<file path="src/rtl/mult_pkg.sv">
// Shared types and constants for the sequential shift-and-add multiplier.
package mult_pkg;

    localparam int MULT_WIDTH  = 4;
    localparam int MULT_PROD_W = 2 * MULT_WIDTH;

    typedef enum logic [1:0] {
        IDLE,
        RUN,
        DONE
    } mult_state_t;

endpackage

</file>
<file path="src/rtl/mult_seq_dp.sv">
// Datapath for the shift-and-add multiplier: operand/accumulator registers, adder and shifters.
module mult_seq_dp
    import mult_pkg::*;
#(
    parameter int WIDTH = MULT_WIDTH
) (
    input  logic                 clk,
    input  logic                 rst_n,
    input  logic                 load,
    input  logic                 advance,
    input  logic [WIDTH-1:0]     a,
    input  logic [WIDTH-1:0]     b,
    output logic [2*WIDTH-1:0]   acc_next
);

    logic [2*WIDTH-1:0] mcand;
    logic [2*WIDTH-1:0] acc;
    logic [WIDTH-1:0]   mplier;

    // Accumulator value after this cycle's partial product; also feeds the product register.
    always_comb begin
        acc_next = acc;
        if (mplier[0]) begin
            acc_next = acc + mcand;
        end
    end

    always_ff @(posedge clk) begin
        if (!rst_n) begin
            mcand  <= '0;
            mplier <= '0;
            acc    <= '0;
        end else if (load) begin
            mcand  <= {{WIDTH{1'b0}}, a};
            mplier <= b;
            acc    <= '0;
        end else if (advance) begin
            acc    <= acc_next;
            mcand  <= mcand << 1;
            mplier <= mplier >> 1;
        end
    end

endmodule

</file>
<file path="src/rtl/mult_seq_ctrl.sv">
// Sequential 4x4 multiplier controller: FSM, iteration counter and product register.
// Define MULT_SEQ_STEP_EN to gate each RUN iteration on the step pulse.
module mult_seq_ctrl
    import mult_pkg::*;
#(
    parameter int WIDTH = MULT_WIDTH,
    parameter int CNT_W = 3
) (
    input  logic                 CLOCK_50,
    input  logic                 KEY0,
    input  logic                 start,
    input  logic [WIDTH-1:0]     a,
    input  logic [WIDTH-1:0]     b,
    input  logic                 step,
    output logic                 busy,
    output logic                 done,
    output logic [2*WIDTH-1:0]   product,
    output logic [CNT_W-1:0]     iter
);

    mult_state_t        state;
    mult_state_t        state_next;
    logic               adv_en;
    logic               accept;
    logic               advance;
    logic               last;
    logic [2*WIDTH-1:0] acc_next;

`ifdef MULT_SEQ_STEP_EN
    assign adv_en = step;
`else
    logic unused_step;
    assign unused_step = step;
    assign adv_en      = 1'b1;
`endif

    assign accept  = start && ((state == IDLE) || (state == DONE));
    assign advance = (state == RUN) && adv_en;
    assign last    = advance && (iter == CNT_W'(WIDTH - 1));
    assign busy    = (state == RUN);
    assign done    = (state == DONE);

    always_comb begin
        state_next = state;
        unique case (state)
            IDLE:    if (start) state_next = RUN;
            RUN:     if (last) state_next = DONE;
            DONE:    state_next = start ? RUN : IDLE;
            default: state_next = IDLE;
        endcase
    end

    always_ff @(posedge CLOCK_50) begin
        if (!KEY0) begin
            state   <= IDLE;
            iter    <= '0;
            product <= '0;
        end else begin
            state <= state_next;
            if (accept) begin
                iter <= '0;
            end else if (advance) begin
                iter <= iter + 1'b1;
            end
            if (last) begin
                product <= acc_next;
            end
        end
    end

    mult_seq_dp #(
        .WIDTH (WIDTH)
    ) u_dp (
        .clk      (CLOCK_50),
        .rst_n    (KEY0),
        .load     (accept),
        .advance  (advance),
        .a        (a),
        .b        (b),
        .acc_next (acc_next)
    );

endmodule

</file>
<file path="config.mk">
export PLATFORM = sky130hd
export DESIGN_NAME = mult_seq_ctrl
export DESIGN_NICKNAME = d
export VERILOG_FILES = /design/src/rtl/mult_pkg.sv /design/src/rtl/mult_seq_dp.sv /design/src/rtl/mult_seq_ctrl.sv
export SDC_FILE = /design/constraint.sdc
export NUM_CORES = 1
export LEC_CHECK = 0
export CAP_MARGIN = 0
export CORE_AREA = 10 10 67 69
export DETAILED_ROUTE_END_ITERATION = 8
export DIE_AREA = 0 0 77 79
export PLACE_DENSITY = 0.85
export SYNTH_ARGS = -nofsm -noshare
export SYNTH_HDL_FRONTEND = slang
export SYNTH_SLANG_ARGS = --single-unit
</file>
<file path="constraint.sdc">
create_clock -name CLOCK_50 -period 2.3 [get_ports CLOCK_50]
set_input_delay 0.23 -clock CLOCK_50 [delete_from_list [all_inputs] [get_ports CLOCK_50]]
set_output_delay 0.23 -clock CLOCK_50 [all_outputs]
set_load 0.01 [all_outputs]
</file>
## Word level (Yosys, flattened, before mapping)

Cells that the tools add are included.

- Add/sub/neg operators: 2
- Eq/ne operators: 5
- Muxes and demuxes: 9
- Bitwise gates (word level): 1
- Reductions and logical operators: 7

Operators with widths:

| cell | count |
|---|---|
| $mux 4 | 4 |
| $add 8x8->8 | 1 |
| $mux 8 | 1 |
| $pmux 2 s3 | 1 |
| $mux 2 | 2 |
| $add 3x1->3 const B | 1 |
| $eq 3x2->1 const B | 1 |
| $eq 2x1->1 const B | 1 |
| $eq 2x2->1 const B | 1 |
| $logic_and 1x1->1 | 2 |
| $logic_not 2->1 | 1 |
| $ne 2x1->1 const B | 1 |
| $ne 2x2->1 const B | 1 |
| $reduce_and 2->1 | 1 |
| $reduce_bool 2->1 | 1 |
| $reduce_or 2->1 | 1 |
| $logic_or 1x1->1 | 1 |
| $mux 1 | 1 |
| $not 1->1 | 1 |

- Register bits after elaboration: 33
- Input bits: 12
- Logic and storage cells: 31

## Depth between registers and ports, before layout

- Word-level depth: 4
- Depth in mapped cells: 8
- Mapped depth without buffers: 8

## Cells and area by module

A second synthesis with hierarchy kept.

- Cells, all modules: 209
- Area total of the unflattened synthesis: 1900.6 µm²

By module, submodules not included:

| module | instances | cells an instance | area each (µm²) | sequential area each (µm²) |
|---|---|---|---|---|
| mult_seq_dp | 1 | 147 | 1288.7 | 400.4 |
| mult_seq_ctrl | 1 | 62 | 611.8 | 260.2 |

## Worst setup path after synthesis

No wires, ideal clock.

- Kind: flip-flop to flip-flop
- From: register u_dp.acc[0]
- To: register u_dp.acc[4]
- Arrival time: 1655 ps
- Data required time: 2158 ps
- Setup slack: 502 ps
- Stages on the path, launching flop included: 9
- Buffers on the path: 0
- Period minus slack after synthesis: 1798 ps
- Cells stage by stage: dfxtp_1 -> ha_1 -> inv_1 -> fa_1 -> nand2b_1 -> a21boi_0 -> o21ai_0 -> a31oi_1 -> a211oi_1

- Cells in the longest elaborated chain, start to end: 2

Ends and longest elaborated chain:

| element | RTL line | RTL |
|---|---|---|
| start: declaration | mult_seq_dp.sv:17 | `logic [2*WIDTH-1:0] acc;` |
| start signal: assignment | mult_seq_dp.sv:38 | `acc <= acc_next;` |
| $add 8x8->8 | mult_seq_dp.sv:24 | `acc_next = acc + mcand;` |
| $mux 8 | mult_seq_dp.sv:23 | `if (mplier[0]) begin` |

Every way passes these cells.
A chain may end at the register's enable or synchronous reset.

## Worst setup path in the final report

Ends and elaborated chain as after synthesis.

==> results.py <==
metrics = {
    "global_route": {
        "grt_pass1_wl_um": 6410,
        "grt_pass1_vias": 1402,
        "grt_overflow": 0,
        "grt_max_degree": 27,
        "grt_usage_pct": 12.6,
        "antenna_found_initial": 0,
    },
    "timing": {
        "whs_ns": 0.445,
        "finalSetupViolCount": 0,
        "fin_crit_sh_pct": 88.2,
        "finalHoldViolCount": 0,
        "fmax_mhz": 493,
        "final_max_slew_viol_count": 0,
        "relSlewSlack_pct": 57.9,
        "fin_setup_tns_ns": 0,
        "period_needed_ns": 2.03,
        "finClkSkew_ns": 0.00807,
        "rsz0062_at_grt": "false",
        "worstMarginPinSlew_ns": 0.630,
    },
    "worst_setup_path": {
        "crit_path_max_fanout": 3,
        "r2r_cells": 8,
        "required_ns": 2.53,
        "critPathKind": "reg -> reg",
        "r2r_start": "u_dp.acc[0]",
        "r2r_end": "u_dp.acc[4]",
        "start_kind": "register",
        "crit_path_end_kind": "register",
        "r2r_slack_ns": 0.27,
        "critical_path.startpoint": "u_dp.acc[0]",
        "cp.arrival_ns": 2.26,
        "crit_end": "u_dp.acc[4]",
    },
    "power_and_ir_drop": {
        "p_clk_share_pct": 28.6,
        "combPwrFrac_pct": 15.7,
        "swShare_pct": 26.4,
        "p_seq_share_pct": 55.7,
        "irDropWorstVdd_mv": 0.428,
        "p_sw_w": 0.000294,
        "p_int_w": 0.000819,
        "leakage_nw": 0.787,
        "p_per_area_nw_per_um2": 566,
    },
    "floorplan": {
        "dieArea_um2": 6080,
        "fp.dieW_um": 77,
        "core_area_um2": 3230,
        "dieHeight_um": 79,
        "ios": 25,
        "rows": 21,
        "start_util_pct": 50.6,
    },
    "layout": {
        "syn_to_final_growth_pct": 20.4,
        "finish.net_count": 238,
        "layout-drive-gt1-share_pct": 6.48,
        "diodes": 0,
    },
    "drt": {
        "drt-initial-drc-count": 91,
        "postRouteAntennaNets": 0,
        "wirelength_um": 3620,
        "routed_via_density": 5.39,
        "vias": 1413,
        "post_drt_wl_per_cell_um": 13.8,
        "first_pass_iters": 4,
        "drc": 0,
    },
    "synthesis": {
        "syn_area_per_cell_um2": 8.51,
        "synth_area_leaders": "dfxtp_1, nand2_1, ha_1, a21oi_1, o211a_1",
        "synth_fp_nets": 214,
        "synth.distinct_cells": 37,
        "synth.cell_area_um2": 1630,
        "syn_inst": 192,
        "seq_area_frac_synth_pct": 40.4,
        "synth_top_area_share_pct": 40.4,
        "netlist.top_cell.by_area": "dfxtp_1",
        "ys_warn_count": 0,
        "ys_seq_elements": 33,
    },
    "clock_tree": {
        "hold_buffers": 0,
        "clock-sinks": 33,
        "root_buffer": "clkbuf_4",
        "cts_buffer_depth": 2,
        "clock_latency_ns": 0.32,
        "cts_htree_levels": 2,
        "cts_tree": "yes",
        "cts_setup_buffers": 0,
        "cts_inserted_buffers": 5,
        "path_clk_slew_ns": 0.09,
        "post_cts_resized": 0,
    },
    "place": {
        "gp_congestion": 0.779,
        "port-buffer-count": 23,
        "dpl.hpwl_um": 2570,
    },
    "min_path": {
        "holdCritPathClass": "in -> reg",
    },
    "status": {
        "status": "finished, final reports clean",
    },
    "flow_run": {
        "cap_violations": 0,
    },
}
==> power by group through the flow <==
stage          Sequential (W)  Combinational [W]  Clock (W)
2_1_floorplan        0.000621           0.000124          0
3_3_place_gp         0.000631           0.000170          0
3_5_place_dp         0.000632           0.000173          0
4_1_cts              0.000619           0.000175   0.000332
5_1_grt              0.000624           0.000197   0.000357
6_report             0.000620           0.000175   0.000318
==> how the worst min path moves through the flow <==
stage                     slack, ns  cells after the start             end            from
final                          0.44                      3  u_dp.mplier[3]            b[3]
after global placement         0.44                      2  u_dp.mplier[3]  u_dp.mplier[3]
after CTS                      0.44                      3  u_dp.mplier[3]            b[3]
after detailed placement       0.45                      2  u_dp.mplier[3]  u_dp.mplier[3]
after global routing           0.47                      3   u_dp.mcand[0]            a[0]
after floorplan                0.36                      2   u_dp.mcand[0]            a[0]
==> flip-flops by register name, indices dropped and copies added, names as in the netlist <==
| signal | cells |
|---|---|
| u_dp.mcand | 8 |
| product | 8 |
| u_dp.acc | 8 |
| u_dp.mplier | 4 |
| iter | 3 |
| state | 2 |
==> area by class of cell <==
type                    count  area, um^2
fillers                   294        1260
multi-input cells         141         900
flip-flops and latches     33         661
repair buffers             28         268
well taps                  46        57.6
clock buffers               7        55.1
inverters                   7        26.3
==> cells in the mapped netlist <==
cell / n
o21ai_1: 1
o21ai_0: 6
a31oi_1: 3
clkbuf_1: 6
nand3_1: 5
a21boi_0: 3
fa_1: 1
inv_2: 1
o211a_1: 6
mux2i_1: 4
nand2b_1: 5
a211oi_1: 5
a31o_1: 1
nand2_1: 33
a211oi_2: 1
or3_1: 1
a311oi_1: 1
nor3_1: 2
nor2_1: 11
o221ai_1: 3
inv_1: 6
a21o_1: 1
nor2b_1: 3
a21o_2: 1
and3_1: 1
dfxtp_1: 33
o22ai_1: 1
xnor2_1: 4
a311o_1: 1
o211ai_1: 5
buf_2: 5
o21a_1: 2
and2_1: 2
xor2_1: 1
nand3b_1: 1
a21oi_1: 17
ha_1: 9
==> cells in the final DEF (no fill, tap or decap), types with 2 or more instances in the layout <==
cell type | Yosys | final
nor2b_1 | 3 | 3
dfxtp_1 | 33 | 33
inv_1 | 6 | 6
a211oi_1 | 5 | 5
nand2_1 | 33 | 33
nand3_1 | 5 | 5
a31oi_1 | 3 | 3
o211ai_1 | 5 | 5
xnor2_1 | 4 | 4
o21a_1 | 2 | 2
buf_4 | 0 | 5
a21boi_0 | 3 | 3
and2_1 | 2 | 2
nor2_1 | 11 | 11
o211a_1 | 6 | 6
nor3_1 | 2 | 2
nand2b_1 | 5 | 5
clkbuf_4 | 0 | 5
ha_1 | 9 | 9
mux2i_1 | 4 | 4
clkdlybuf4s50_1 | 0 | 23
a21oi_1 | 17 | 17
o221ai_1 | 3 | 3
o21ai_0 | 6 | 6
==> worst max-delay path, stage by stage (launching register included) <==
cell and delay (ns):
dfxtp_1 0.37, ha_1 0.22, inv_1 0.07, fa_1 0.40
nand2b_1 0.19, a21boi_0 0.21, or3_1 0.13, a31oi_1 0.10
a211oi_1 0.25
==> cells by family (layout without fill, tap and decap cells) <==
group                    after synthesis  count (layout)  synth area share (%)
multiplexers                           4               4                  2.45
AO/OA/AOI/OAI                         58              58                  24.5
buffers and inverters                 18              42                  4.52
adder cells (fa/ha/maj)               10              10                  8.12
AND/OR/NAND/NOR                       64              64                  17.3
XOR/XNOR                               5               5                  2.68
flip-flops                            33              33                  40.4
==> layer usage <==
metal / track usage, % / share of wire (%) / vias to the layer above
li1: - / - / 722
met1: 15.1 / 47 / 656
met3: 3.83 / 5.5 / 7
met5: 0 / 0 / -
met2: 20.3 / 45 / 28
met4: 5.84 / 1.9 / 0
==> metrics by stage <==
step | utilization, % | setup slack [ns] | instance area [um^2] | power [W] | std cells
final | 60.9 | 0.271 | 1970 | 0.00111 | 262
after global routing | 60.9 | 0.0806 | 1970 | 0.00118 | 262
after CTS | 60.9 | 0.290 | 1970 | 0.00113 | 262
after detailed placement | 59.2 | 0.316 | 1910 | 0.000805 | 255
after global placement | 59.2 | 0.379 | 1910 | 0.000801 | 255
after floorplan | - | 0.502 | 1630 | 0.000745 | 192
(Power assumes the default switching activity.)
